### src/rtl/serial_arith_pkg.sv
// rtl/serial_arith_pkg.sv - shared types and sizing helpers for the bit-serial adder
//
// Purpose: FSM state encoding and bit-counter width helper used by the
//          serial adder controller.
// Ports:   none (package).

package serial_arith_pkg;

    typedef enum logic [1:0] {
        IDLE = 2'd0,
        RUN  = 2'd1,
        DONE = 2'd2
    } state_t;

    // Bit counter width for a WIDTH-bit serial operation. The counter only
    // needs to reach WIDTH-1, so $clog2(WIDTH) bits suffice; floor at 1 bit.
    function automatic int cnt_w(input int width);
        return (width < 2) ? 1 : $clog2(width);
    endfunction

endpackage

### src/rtl/fa_cell.sv
// rtl/fa_cell.sv - combinational 1-bit full adder
//
// Purpose: single full-adder cell reused every cycle by the serial adder.
// Ports:
//   a, b   operand bits
//   cin    carry in
//   sum    sum bit
//   carry  carry out

module fa_cell (
    input  logic a,
    input  logic b,
    input  logic cin,
    output logic sum,
    output logic carry
);

    logic half;

    assign half  = a ^ b;
    assign sum   = half ^ cin;
    assign carry = (a & b) | (cin & half);

endmodule

### src/rtl/serial_adder_ctrl.sv
// rtl/serial_adder_ctrl.sv - bit-serial WIDTH-bit adder controller
//
// Purpose: adds two WIDTH-bit operands plus carry-in LSB-first, one bit per
//          cycle through a single fa_cell, and presents the result with a
//          one-cycle done pulse.
// Ports:
//   clk      rising-edge clock
//   rst      asynchronous active-high reset
//   start    request, sampled only in IDLE
//   abort    cancel in-flight add, sampled only in RUN
//   a_in     operand A, captured on accepted start
//   b_in     operand B, captured on accepted start
//   cin_in   carry-in, captured on accepted start
//   busy     high in RUN and DONE
//   done     one-cycle pulse when sum_out/cout are freshly valid
//   sum_out  last completed sum, held until the next completion
//   cout     carry-out of the last completed sum

module serial_adder_ctrl
    import serial_arith_pkg::*;
#(
    parameter int WIDTH = 8
) (
    input  logic             clk,
    input  logic             rst,
    input  logic             start,
    input  logic             abort,
    input  logic [WIDTH-1:0] a_in,
    input  logic [WIDTH-1:0] b_in,
    input  logic             cin_in,
    output logic             busy,
    output logic             done,
    output logic [WIDTH-1:0] sum_out,
    output logic             cout
);

    localparam int               CNT_W = cnt_w(WIDTH);
    localparam logic [CNT_W-1:0] LAST  = CNT_W'(WIDTH - 1);
    localparam logic [CNT_W-1:0] ONE   = CNT_W'(1);

    state_t             state;
    logic [WIDTH-1:0]   a_sh;
    logic [WIDTH-1:0]   b_sh;
    logic [WIDTH-1:0]   s_sh;
    logic               c_reg;
    logic [CNT_W-1:0]   cnt;

    logic               fa_sum;
    logic               fa_carry;
    logic [WIDTH-1:0]   s_next;

    fa_cell u_fa (
        .a     (a_sh[0]),
        .b     (b_sh[0]),
        .cin   (c_reg),
        .sum   (fa_sum),
        .carry (fa_carry)
    );

    // Sum bits enter from the MSB side so after WIDTH shifts bit 0 of the
    // result has landed in s_sh[0]. s_next is also the value committed to
    // sum_out on the final bit, so the last bit never needs an extra cycle.
    assign s_next = {fa_sum, s_sh[WIDTH-1:1]};

    always_ff @(posedge clk or posedge rst) begin
        if (rst) begin
            state   <= IDLE;
            a_sh    <= '0;
            b_sh    <= '0;
            s_sh    <= '0;
            c_reg   <= 1'b0;
            cnt     <= '0;
            busy    <= 1'b0;
            done    <= 1'b0;
            sum_out <= '0;
            cout    <= 1'b0;
        end else begin
            case (state)
                IDLE: begin
                    done <= 1'b0;
                    busy <= 1'b0;
                    if (start) begin
                        a_sh  <= a_in;
                        b_sh  <= b_in;
                        c_reg <= cin_in;
                        s_sh  <= '0;
                        cnt   <= '0;
                        busy  <= 1'b1;
                        state <= RUN;
                    end
                end

                RUN: begin
                    // abort wins over the final-bit commit; results stay untouched
                    if (abort) begin
                        busy  <= 1'b0;
                        state <= IDLE;
                    end else begin
                        a_sh  <= a_sh >> 1;
                        b_sh  <= b_sh >> 1;
                        s_sh  <= s_next;
                        c_reg <= fa_carry;
                        cnt   <= cnt + ONE;
                        if (cnt == LAST) begin
                            sum_out <= s_next;
                            cout    <= fa_carry;
                            done    <= 1'b1;
                            state   <= DONE;
                        end
                    end
                end

                DONE: begin
                    done  <= 1'b0;
                    busy  <= 1'b0;
                    state <= IDLE;
                end

                default: begin
                    done  <= 1'b0;
                    busy  <= 1'b0;
                    state <= IDLE;
                end
            endcase
        end
    end

endmodule

### config.mk
export PLATFORM = sky130hd
export DESIGN_NAME = serial_adder_ctrl
export DESIGN_NICKNAME = d
export VERILOG_FILES = /design/src/rtl/serial_arith_pkg.sv /design/src/rtl/fa_cell.sv /design/src/rtl/serial_adder_ctrl.sv
export SDC_FILE = /design/constraint.sdc
export NUM_CORES = 1
export LEC_CHECK = 0
export ABC_AREA = 1
export ABC_CLOCK_PERIOD_IN_PS = 1280
export BUFFER_PORTS_ARGS = -buffer_cell sky130_fd_sc_hd__buf_2
export CORE_AREA = 2 2 70 72
export DETAILED_ROUTE_END_ITERATION = 6
export DIE_AREA = 0 0 72 74
export HOLD_SLACK_MARGIN = 0.15
export PLACE_DENSITY = 0.67
export SYNTH_ARGS = -nofsm -noshare
export SYNTH_HDL_FRONTEND = slang
export SYNTH_SLANG_ARGS = --single-unit
### constraint.sdc
create_clock -name clk -period 1.28 [get_ports clk]
set_input_delay 0.256 -clock clk [delete_from_list [all_inputs] [get_ports clk]]
set_output_delay 0.256 -clock clk [all_outputs]
set_load 0.05 [all_outputs]
==> run metrics, run 1 <==
outcome=finished with violations; violated checks=negative setup slack; gr ovfl total=0; Slew headroom=0.791; chip height=74 microns; post-route DRC violation count=0; RSZ-0062 raised after global routing=true; starting DRC count in detailed routing=113; # rows=25; Worst-Margin Slew=0.312 ns; GRT Overall Usage=0.170; first-pass GRT wire length=6.95 mm; worst setup margin=-0.0509 ns; Synthesized Nets=~260; Tmin final=between 1 and 1.5 ns; Synth Register Bits=40; clock tree buffer depth=2; Routed wire per std cell=12.8 microns; multiplexer share of the synthesized area=0; Netlist cell types=20; Hold Crit Class=primary input to flip-flop; Initial DRT Pass Iterations=4; Commonest cells post-synth=107 x nand2_1, 41 x nand3_1, 40 x dfrtp_1; Pins Over Slew Limit=0; clock sinks=40; critical path's most frequent cell=nand2_1; Post-DP Area=2210 sq um; Die ar.=5330 sq um; starting density of the core=0.433; routability congestion estimate from global placement=0.738; TNS Setup=-0.260 ns; Placeable Area=4600 sq um; synth top area cells=dfrtp_1 50%, nand2_1 20%, nand3_1 10%, nand3_2 5.5%, buf_12 2.0%; crit-path max FO=5; Pwr Density=1700 nW/um^2; Root Buffer=clkbuf_8; vias per cell=4.97; Final period util=1.04; largest net degree at the start of global routing=41; CTS Buf Count=5; max_cap viols=0; io pins=32; Chip Width=72 microns; Setup Crit Path Kind=flip-flop to flip-flop; critical path's largest stage delay=0.41 ns; Worst Hold Margin=approximately 0.17 ns; data required time of the worst path=1.47 ns; crit path buf inv count=2; synth-to-layout area growth=20.5%; Vias=1649; initial antenna violation count=0; post-synthesis sequential area ratio=0.502; nets=around 300; Setup crit start kind=flip-flop; combinational family with the most area after synthesis=simple AND/OR/NAND/NOR gates; EDFF count, synth=0; Post-Synthesis Cells=231; vias in the first global route=1533; DRT Wirelength=4.25 mm; H-tree levels=2; XOR/XNOR Fraction of Synth Area=0; fillers=426; Lkg Pwr=1.36 nW; layout cells sized above 1=0.309; WL met3=178 microns; maximum VDD drop=642 uV; compound-gate portion of the synthesized area=0.00251; dominant cell type by area after synthesis=dfrtp_1; Cell Chain, Critical Path=ha_2, ha_4, inv_2, nor2_4, nand2_4, clkinvlp_4, nand2_1, nand2_1; Worst-path clk slew=0.07 ns; yosys warns=0; WP depth=8; Crit path max-delay family=flip-flops; # setup viols final=8; CTS tree=yes; CP endpoint kind=flip-flop; Fmax=751 MHz; biggest regs=a_sh x8, b_sh x8, sum_out x8; CP max stage cell=dfrtp_1; Reg2Reg Depth=8; Netlist Area Pre-Place=about 2000 sq um; top_reg_cell synth=dfrtp_1; Max Clock Skew=between 0.005 and 0.006 ns; most instantiated library cell after synthesis=nand2_1; critical path arrival=about 1.5 ns; clk_lat worst skew=0.29 ns; input/output buffers=31; ant diodes=0; WL met1=2.05 mm; worst hold path depth=3; HPWL after detailed placement=2.83 mm; final instance area=2400 sq um; ANT nets after route=0; area fraction of the dominant cell type after synthesis=0.502; Synth Area in Adders=0.0226; Met2 Wirelength=just under 2 mm; Async S/R FF share, synth=1.00; Syn Area/Cell=roughly 8.6 sq um; highest routed layer=met4; simple-gate share of the synthesized area=0.394; final hold vios=0
==> final timing paths <==
kind	start	endpoint	slack [ns]
max in group asynchronous	rst	state[1]$_DFFE_PP0P_	0.52
setup reg to reg	cnt[1]$_DFFE_PP0P_	sum_out[6]$_DFFE_PP0P_	-0.05
hold / removal	b_in[7]	b_sh[7]$_DFFE_PP0P_	0.17
setup / recovery	cnt[1]$_DFFE_PP0P_	sum_out[6]$_DFFE_PP0P_	-0.05
min in group asynchronous	rst	b_sh[0]$_DFFE_PP0P_	0.56
hold reg to reg	cout$_DFFE_PP0P_	cout$_DFFE_PP0P_	0.48
==> routing by layer <==
| layer | vias up | track usage |
|---|---|---|
| met3 | 6 | 0.0339 |
| met1 | 782 | 0.243 |
| met4 | 0 | 0.0650 |
| li1 | 830 | - |
| met5 | - | 0 |
| met2 | 31 | 0.257 |
==> cells in the final DEF (no fill, tap or decap) <==
master / n
buf_12: 1
buf_2: 31
buf_4: 16
buf_6: 2
clkbuf_1: 2
clkbuf_8: 6
clkinvlp_4: 1
dfrtp_1: 39
dfrtp_2: 1
dlygate4sd3_1: 1
fa_2: 1
ha_2: 1
ha_4: 1
inv_1: 4
inv_2: 2
inv_4: 1
nand2_1: 103
nand2_2: 4
nand2_4: 3
nand3_1: 41
nand3_2: 11
nand3_4: 1
nor2_1: 1
nor2_2: 1
nor2_4: 2
o21ai_0: 1
==> per-stage QoR <==
stage	cells	utilization	total power [mW]	setup slack (ns)
6_report	332	0.522	4.08	-0.0509
5_1_grt	332	0.522	4.38	-0.0942
4_1_cts	328	0.509	4.04	-0.0504
3_5_place_dp	318	0.481	3.15	-0.0442
3_3_place_gp	318	0.481	3.12	0.0140
2_1_floorplan	231	-	2.85	0.0221
==> tightest hold or removal path, cell delays in order <==
cell and delay [ns]:
buf_2 0.07, nand2_1 0.04, nand2_1 0.05
==> cells by family after synthesis <==
kind of cell    count (synthesis)
fa+ha+maj                       3
simple gates                  167
flops                          40
buf+inv                        20
compound gates                  1
==> power by group <==
part	total [mW]	internal [mW]	leakage [nW]	switching [mW]
Sequential	1.91	1.63	0.524	0.283
Clock	0.855	0.440	0.0455	0.415
Combinational	1.32	0.547	0.791	0.775
==> final cells by class <==
cell class | instances | area, sq um | area share
Multi-Input combinational cell | 171 | 878 | 0.366
Sequential cell | 40 | 1000 | 0.417
Clock buffer | 8 | 90.1 | 0.0375
Inverter | 7 | 28.8 | 0.0120
Timing Repair Buffer | 51 | 328 | 0.136
Timing Repair inverter | 1 | 7.51 | 0.00313
Tap cell | 54 | 67.6 | 0.0281
==> repair_timing <==
item / CTS / global route
hold endpoints to repair: 40 / 0
pin swaps: 0 / 10
buffers inserted: 0 / 4
resized for setup: 7 / 10
endpoints found under the setup margin: 10 / 30
hold buffers: 1 / 0
gates cloned: 1 / 0
Note: power is estimated with default switching activity, not from simulation.
==> run 2: changes to the inputs <==
- BUFFER_PORTS_ARGS: -buffer_cell sky130_fd_sc_hd__buf_2 -> -buffer_cell sky130_fd_sc_hd__buf_4
==> run 2 against run 1 <==
  * The flow still finishes with violations (negative setup slack)
  * First-iteration DRC count is 8.0% higher
  * Worst setup slack better by 0.012 ns
  * Clock skew is 0.0014 ns lower
  * Clock power is 4.2% higher
  * Combinational power hardly changed
  * Global-route usage is 0.41 points higher
  * Sequential share of layout area is 1.0 points lower
  * Design area is 2.6% higher
  * Sequential power hardly changed
  * Routed wire length is 1.3% lower
  * Largest power group unchanged
==> run metrics, run 2 (same netlist as run 1, synthesis figures left out) <==
vias per cell=5.07 (+2.1%); critical path arrival=1.51 ns (about the same); Setup Crit Path Kind=flip-flop to flip-flop; commonest non-fill, non-tap cell in the layout=nand2_1; Reg2Reg Depth=8 (unchanged); Vias=1654 (+0.30%); Lkg Pwr=1.35 nW (-0.41%); nets=295 (-2.0%); routability congestion estimate from global placement=0.771 (+4.5%); Die ar.=5330 sq um (unchanged); chip height=74 microns (unchanged); Final Core Density=0.536 (+0.0133); crit-path max FO=5 (unchanged); Tmin final=1.32 ns (-0.0125 ns); Power Total=4.14 mW (+1.2%); Initial DRT Pass Iterations=4 (unchanged); Placeable Area=4600 sq um (unchanged); Chip Width=72 microns (unchanged); Setup crit start kind=flip-flop; most frequent cells in the layout=102 x nand2_1, 41 x nand3_1, 41 x buf_4; DRT Wirelength=4.19 mm (-1.3%); CP endpoint kind=flip-flop; layout cells sized above 1=0.301 (-0.00788); violated checks=negative setup slack; M2 GR Usage=0.285 (+0.0278); io pins=32 (unchanged); HP Start=a_in[7]; first-pass GRT wire length=7.12 mm (+2.5%); CTS Buf Count=5 (unchanged); synth-to-layout area growth=23.6%; Root Buffer=clkbuf_8; Worst-Margin Slew=0.304 ns (-0.00816 ns); Place WS=-0.0333 ns (+0.0109 ns); Worst Hold Path EP=a_sh[7]$_DFFE_PP0P_; clock sinks=40 (unchanged); r2r startpoint=cnt[1]$_DFFE_PP0P_; GRT Overall Usage=0.174 (+0.00413); H-tree levels=2 (unchanged); grt met1 use=0.222 (-0.0209); input/output buffers=31 (unchanged); biggest regs=a_sh x8, b_sh x8, sum_out x8; max_cap viols=0 (unchanged); r2r setup slk=-0.04 ns (about the same); starting DRC count in detailed routing=122 (+8.0%); met3 usage=0.0407 (+0.00678); gr ovfl total=0 (unchanged); ant diodes=0 (unchanged); reg2reg end=sum_out[5]$_DFFE_PP0P_; # rows=25 (unchanged); Pwr Density=1680 nW/um^2 (-1.3%); final hold vios=0 (unchanged); RSZ-0062 raised after global routing=true; clock tree buffer depth=2 (unchanged); maximum VDD drop=607 uV (-5.3%); Fmax=759 MHz (+0.95%); ANT nets after route=0 (unchanged); Routed wire per std cell=12.9 microns (+0.54%); # setup viols final=8 (unchanged); post-route DRC violation count=0 (unchanged); fillers=444 (+4.2%); Slew headroom=0.797 (+0.00545); Hold Crit Class=primary input to flip-flop; Max Clock Skew=0.00464 ns (-0.00136 ns); data required time of the worst path=1.47 ns (about the same); Worst-path clk slew=0.08 ns (about the same); worst setup margin=-0.0384 ns (+0.0125 ns); HPWL after detailed placement=2.89 mm (+2.1%); clk_lat worst skew=0.29 ns (about the same); worst hold path depth=3 (unchanged); CTS tree=yes; vias in the first global route=1608 (+4.9%); initial antenna violation count=0 (unchanged); GRT busiest layer=met2; Final period util=1.03 (-0.00975); Pins Over Slew Limit=0 (unchanged); largest net degree at the start of global routing=41 (unchanged); outcome=finished with violations; starting density of the core=0.433 (unchanged); Worst Hold Margin=0.165 ns (-0.00368 ns)
## run 2: cell count changes in the layout (fill, tap and decap cells not counted)
cell	delta
buf_2	-31
nor2_2	-1
inv_2	-1
buf_6	-1
clkbuf_1	-2
ha_4	+1
ha_2	-1
nand2_1	-1
clkinvlp_4	+2
nor2_1	+1
inv_4	+1
buf_12	+1
nand2_2	+1
buf_4	+25
## run 2: repair_timing
item / in CTS / in global routing
gates resized for setup: 8 / 10
endpoints found under the setup margin: 10 / 35
hold buffers: 1 / 0
gates cloned: 1 / 0
setup buffers: 1 / 0
hold endpoints to repair: 40 / 0
pin swaps: 4 / 6
## run 2: worst max-delay path, cell delays in order (launching register included)
cell and delay [ns]:
dfrtp_1 0.40, ha_4 0.16, ha_4 0.14, inv_4 0.04
nor2_4 0.11, nand2_4 0.08, buf_4 0.16, nand2_1 0.06
nand2_1 0.06
## run 2: power breakdown
group	switching, mW	internal (mW)	leakage, nW	total, mW
Combinational	0.760	0.568	0.787	1.33
Clock	0.455	0.436	0.0434	0.891
Sequential	0.291	1.63	0.524	1.92
Total	1.51	2.63	1.35	4.14
## run 2: metrics by stage
step                       TNS, ns  instances  cell area, sq um
final                       -0.223        326              2460
after global routing         -1.13        326              2460
after CTS                   -0.238        326              2430
after detailed placement   -0.0900        315              2280
after global placement    -0.00304        315              2280
after floorplan                  0        231              1990
## run 2: how the worst max path moves through the flow
stage	start	slack (ns)	cells past startpoint	end
2_1_floorplan	cnt[0]$_DFFE_PP0P_	0.02	8	cout$_DFFE_PP0P_
3_3_place_gp	cnt[0]$_DFFE_PP0P_	-0.003	8	sum_out[1]$_DFFE_PP0P_
3_5_place_dp	cnt[0]$_DFFE_PP0P_	-0.03	8	sum_out[1]$_DFFE_PP0P_
4_1_cts	cnt[0]$_DFFE_PP0P_	-0.04	8	sum_out[3]$_DFFE_PP0P_
5_1_grt	cnt[1]$_DFFE_PP0P_	-0.13	8	sum_out[2]$_DFFE_PP0P_
6_report	cnt[1]$_DFFE_PP0P_	-0.04	8	sum_out[5]$_DFFE_PP0P_
## run 2: metal layers
metal	routed length, microns	part of all wire	vias to the layer above
met2	2080	0.50	30
met3	144	0.034	7
met1	1870	0.45	800
met4	95	0.023	0
li1	-	-	817
met5	0	0	-
## run 2: cell type report
class	count	area, sq um	share of cell area
Clock buffer	6	82.6	0.0335
Clock inverter	2	15.0	0.00609
Inverter	7	31.3	0.0127
Multi-Input combinational cell	171	888	0.361
Sequential cell	40	1000	0.407
Tap cell	54	67.6	0.0274
Timing Repair Buffer	45	369	0.150
Timing Repair inverter	1	7.51	0.00305
==> run 3: changes to the inputs <==
- RECOVER_POWER: not set -> 100
==> run 3 against run 2 <==
  * First-iteration DRC count grew 16%
  * Total power shrank 0.92%
  * Sequential share of layout area grew 0.80 points
  * Combinational power shrank 3%
  * Worst setup slack lost 0.0041 ns
  * Highest routed layer unchanged
  * Critical endpoint is now sum_out[2]$_DFFE_PP0P_
  * The run still ends with negative setup slack left
  * Largest cell class unchanged
  * Clock-buffer cell count is the same
==> run metrics, run 3 (same netlist as run 1, synthesis figures left out) <==
starting density of the core=0.433 (unchanged); Root Buffer=clkbuf_8; CP endpoint kind=flip-flop; largest net degree at the start of global routing=41 (unchanged); Max Clock Skew=0.00495 ns (+0.000307 ns); CTS tree=yes; maximum VDD drop=607 uV (about the same); nets=295 (unchanged); Chip Width=72 microns (unchanged); critical path arrival=1.52 ns (about the same); Pins Over Slew Limit=0 (unchanged); Setup Crit Path Kind=flip-flop to flip-flop; RSZ-0062 raised after global routing=true; # rows=25 (unchanged); routability congestion estimate from global placement=0.771 (unchanged); Worst-Margin Slew=0.556 ns (+0.252 ns); layout cells sized above 1=0.298 (-0.00368); H-tree levels=2 (unchanged); Die ar.=5330 sq um (unchanged); GRT Overall Usage=0.174 (unchanged); Pwr Density=1700 nW/um^2 (+1.0%); clk_lat worst skew=0.29 ns (about the same); Worst-path clk slew=0.08 ns (about the same); r2r setup slk=-0.04 ns (about the same); Slew headroom=0.629 (-0.167); io pins=32 (unchanged); HPWL after detailed placement=2.89 mm (unchanged); Routed wire per std cell=12.9 microns (+0.52%); max_cap viols=0 (unchanged); HP Start=b_in[7]; Reg2Reg Depth=8 (unchanged); Initial DRT Pass Iterations=4 (unchanged); initial antenna violation count=0 (unchanged); gr ovfl total=0 (unchanged); clock sinks=40 (unchanged); starting DRC count in detailed routing=141 (+16%); fillers=451 (+1.6%); Final period util=1.03 (+0.00324); Reg area=1000 sq um (unchanged); vias in the first global route=1608 (unchanged); Vias=1640 (-0.85%); Hold Crit Class=primary input to flip-flop; TNS Setup=-0.357 ns (-0.134 ns); Fmax=756 MHz (-0.31%); # setup viols final=14 (+6); r2r startpoint=cnt[1]$_DFFE_PP0P_; Placeable Area=4600 sq um (unchanged); Worst Hold Margin=0.165 ns (+0.000402 ns); Lkg Pwr=1.34 nW (-0.75%); Final Core Density=0.525 (-0.0103); Setup crit start kind=flip-flop; most frequent cells in the layout=102 x nand2_1, 42 x nand3_1, 39 x dfrtp_1; Tmin final=1.32 ns (+0.00414 ns); input/output buffers=31 (unchanged); ANT nets after route=0 (unchanged); worst hold path depth=3 (unchanged); post-route DRC violation count=0 (unchanged); biggest regs=a_sh x8, b_sh x8, sum_out x8; ant diodes=0 (unchanged); chip height=74 microns (unchanged); reg2reg end=sum_out[2]$_DFFE_PP0P_; Worst Hold Path EP=b_sh[7]$_DFFE_PP0P_; final hold vios=0 (unchanged); data required time of the worst path=1.47 ns (about the same); CTS Buf Count=5 (unchanged); DRT Wirelength=4.21 mm (+0.52%); Place WS=-0.0333 ns (unchanged); commonest non-fill, non-tap cell in the layout=nand2_1; clock tree buffer depth=2 (unchanged); area of the multi-input gates=883 sq um (-0.56%); vias per cell=5.03 (-0.85%); first-pass GRT wire length=7.12 mm (unchanged); worst setup margin=-0.0425 ns (-0.00414 ns); outcome=finished with violations; synth-to-layout area growth=21.2%; crit-path max FO=5 (unchanged); violated checks=negative setup slack
## run 3: metrics by stage
step | std cells | area [sq um] | power, mW
6_report | 326 | 2420 | 4.10
5_1_grt | 326 | 2420 | 4.40
4_1_cts | 326 | 2430 | 4.14
3_5_place_dp | 315 | 2280 | 3.20
3_3_place_gp | 315 | 2280 | 3.16
2_1_floorplan | 231 | 1990 | 2.85
## run 3: layer usage
metal,global-route usage,part of all wire,up-vias
met5,0,0,-
met4,0.0776,0.020,0
met3,0.0407,0.034,6
met2,0.285,0.49,28
met1,0.222,0.46,787
li1,-,-,819
## run 3: layout make-up
| type | count | share of cell area |
|---|---|---|
| multi-input combinational | 171 | 0.366 |
| inverter | 7 | 0.0129 |
| clock inverter | 2 | 0.00621 |
| clock buffer | 6 | 0.0342 |
| timing repair inverter | 1 | 0.00311 |
| tap | 54 | 0.0280 |
| sequential | 40 | 0.415 |
| timing repair buffer | 45 | 0.135 |
## run 3: power by group
part	leakage [nW]	switching [mW]	internal, mW
registers	0.524	0.288	1.63
logic	0.777	0.759	0.534
clock network	0.0434	0.454	0.436
total	1.34	1.50	2.60
## run 3: worst max-delay path by stage
stage / endpoint / cells after the start / startpoint / slack [ns]
2_1_floorplan: cout$_DFFE_PP0P_ / 8 / cnt[0]$_DFFE_PP0P_ / 0.02
3_3_place_gp: sum_out[1]$_DFFE_PP0P_ / 8 / cnt[0]$_DFFE_PP0P_ / -0.003
3_5_place_dp: sum_out[1]$_DFFE_PP0P_ / 8 / cnt[0]$_DFFE_PP0P_ / -0.03
6_report: sum_out[2]$_DFFE_PP0P_ / 8 / cnt[1]$_DFFE_PP0P_ / -0.04
5_1_grt: sum_out[2]$_DFFE_PP0P_ / 8 / cnt[1]$_DFFE_PP0P_ / -0.13
4_1_cts: sum_out[3]$_DFFE_PP0P_ / 8 / cnt[0]$_DFFE_PP0P_ / -0.04
## run 3: critical path, cell delays in order, from the launching register on
cell        delay (ns)
dfrtp_1           0.42
ha_4              0.18
ha_4              0.16
inv_4             0.06
nor2_4            0.04
nand2_4           0.09
clkinvlp_4        0.14
nand2_2           0.09
nand2_1           0.05
## run 3: repair_timing
action	4_1_cts	5_1_grt
pin swaps	4	6
endpoints found under the hold margin	40	0
gates cloned	1	0
hold buffers	1	0
buffers inserted	1	0
gates resized for setup	8	10
setup endpoints to repair	10	35
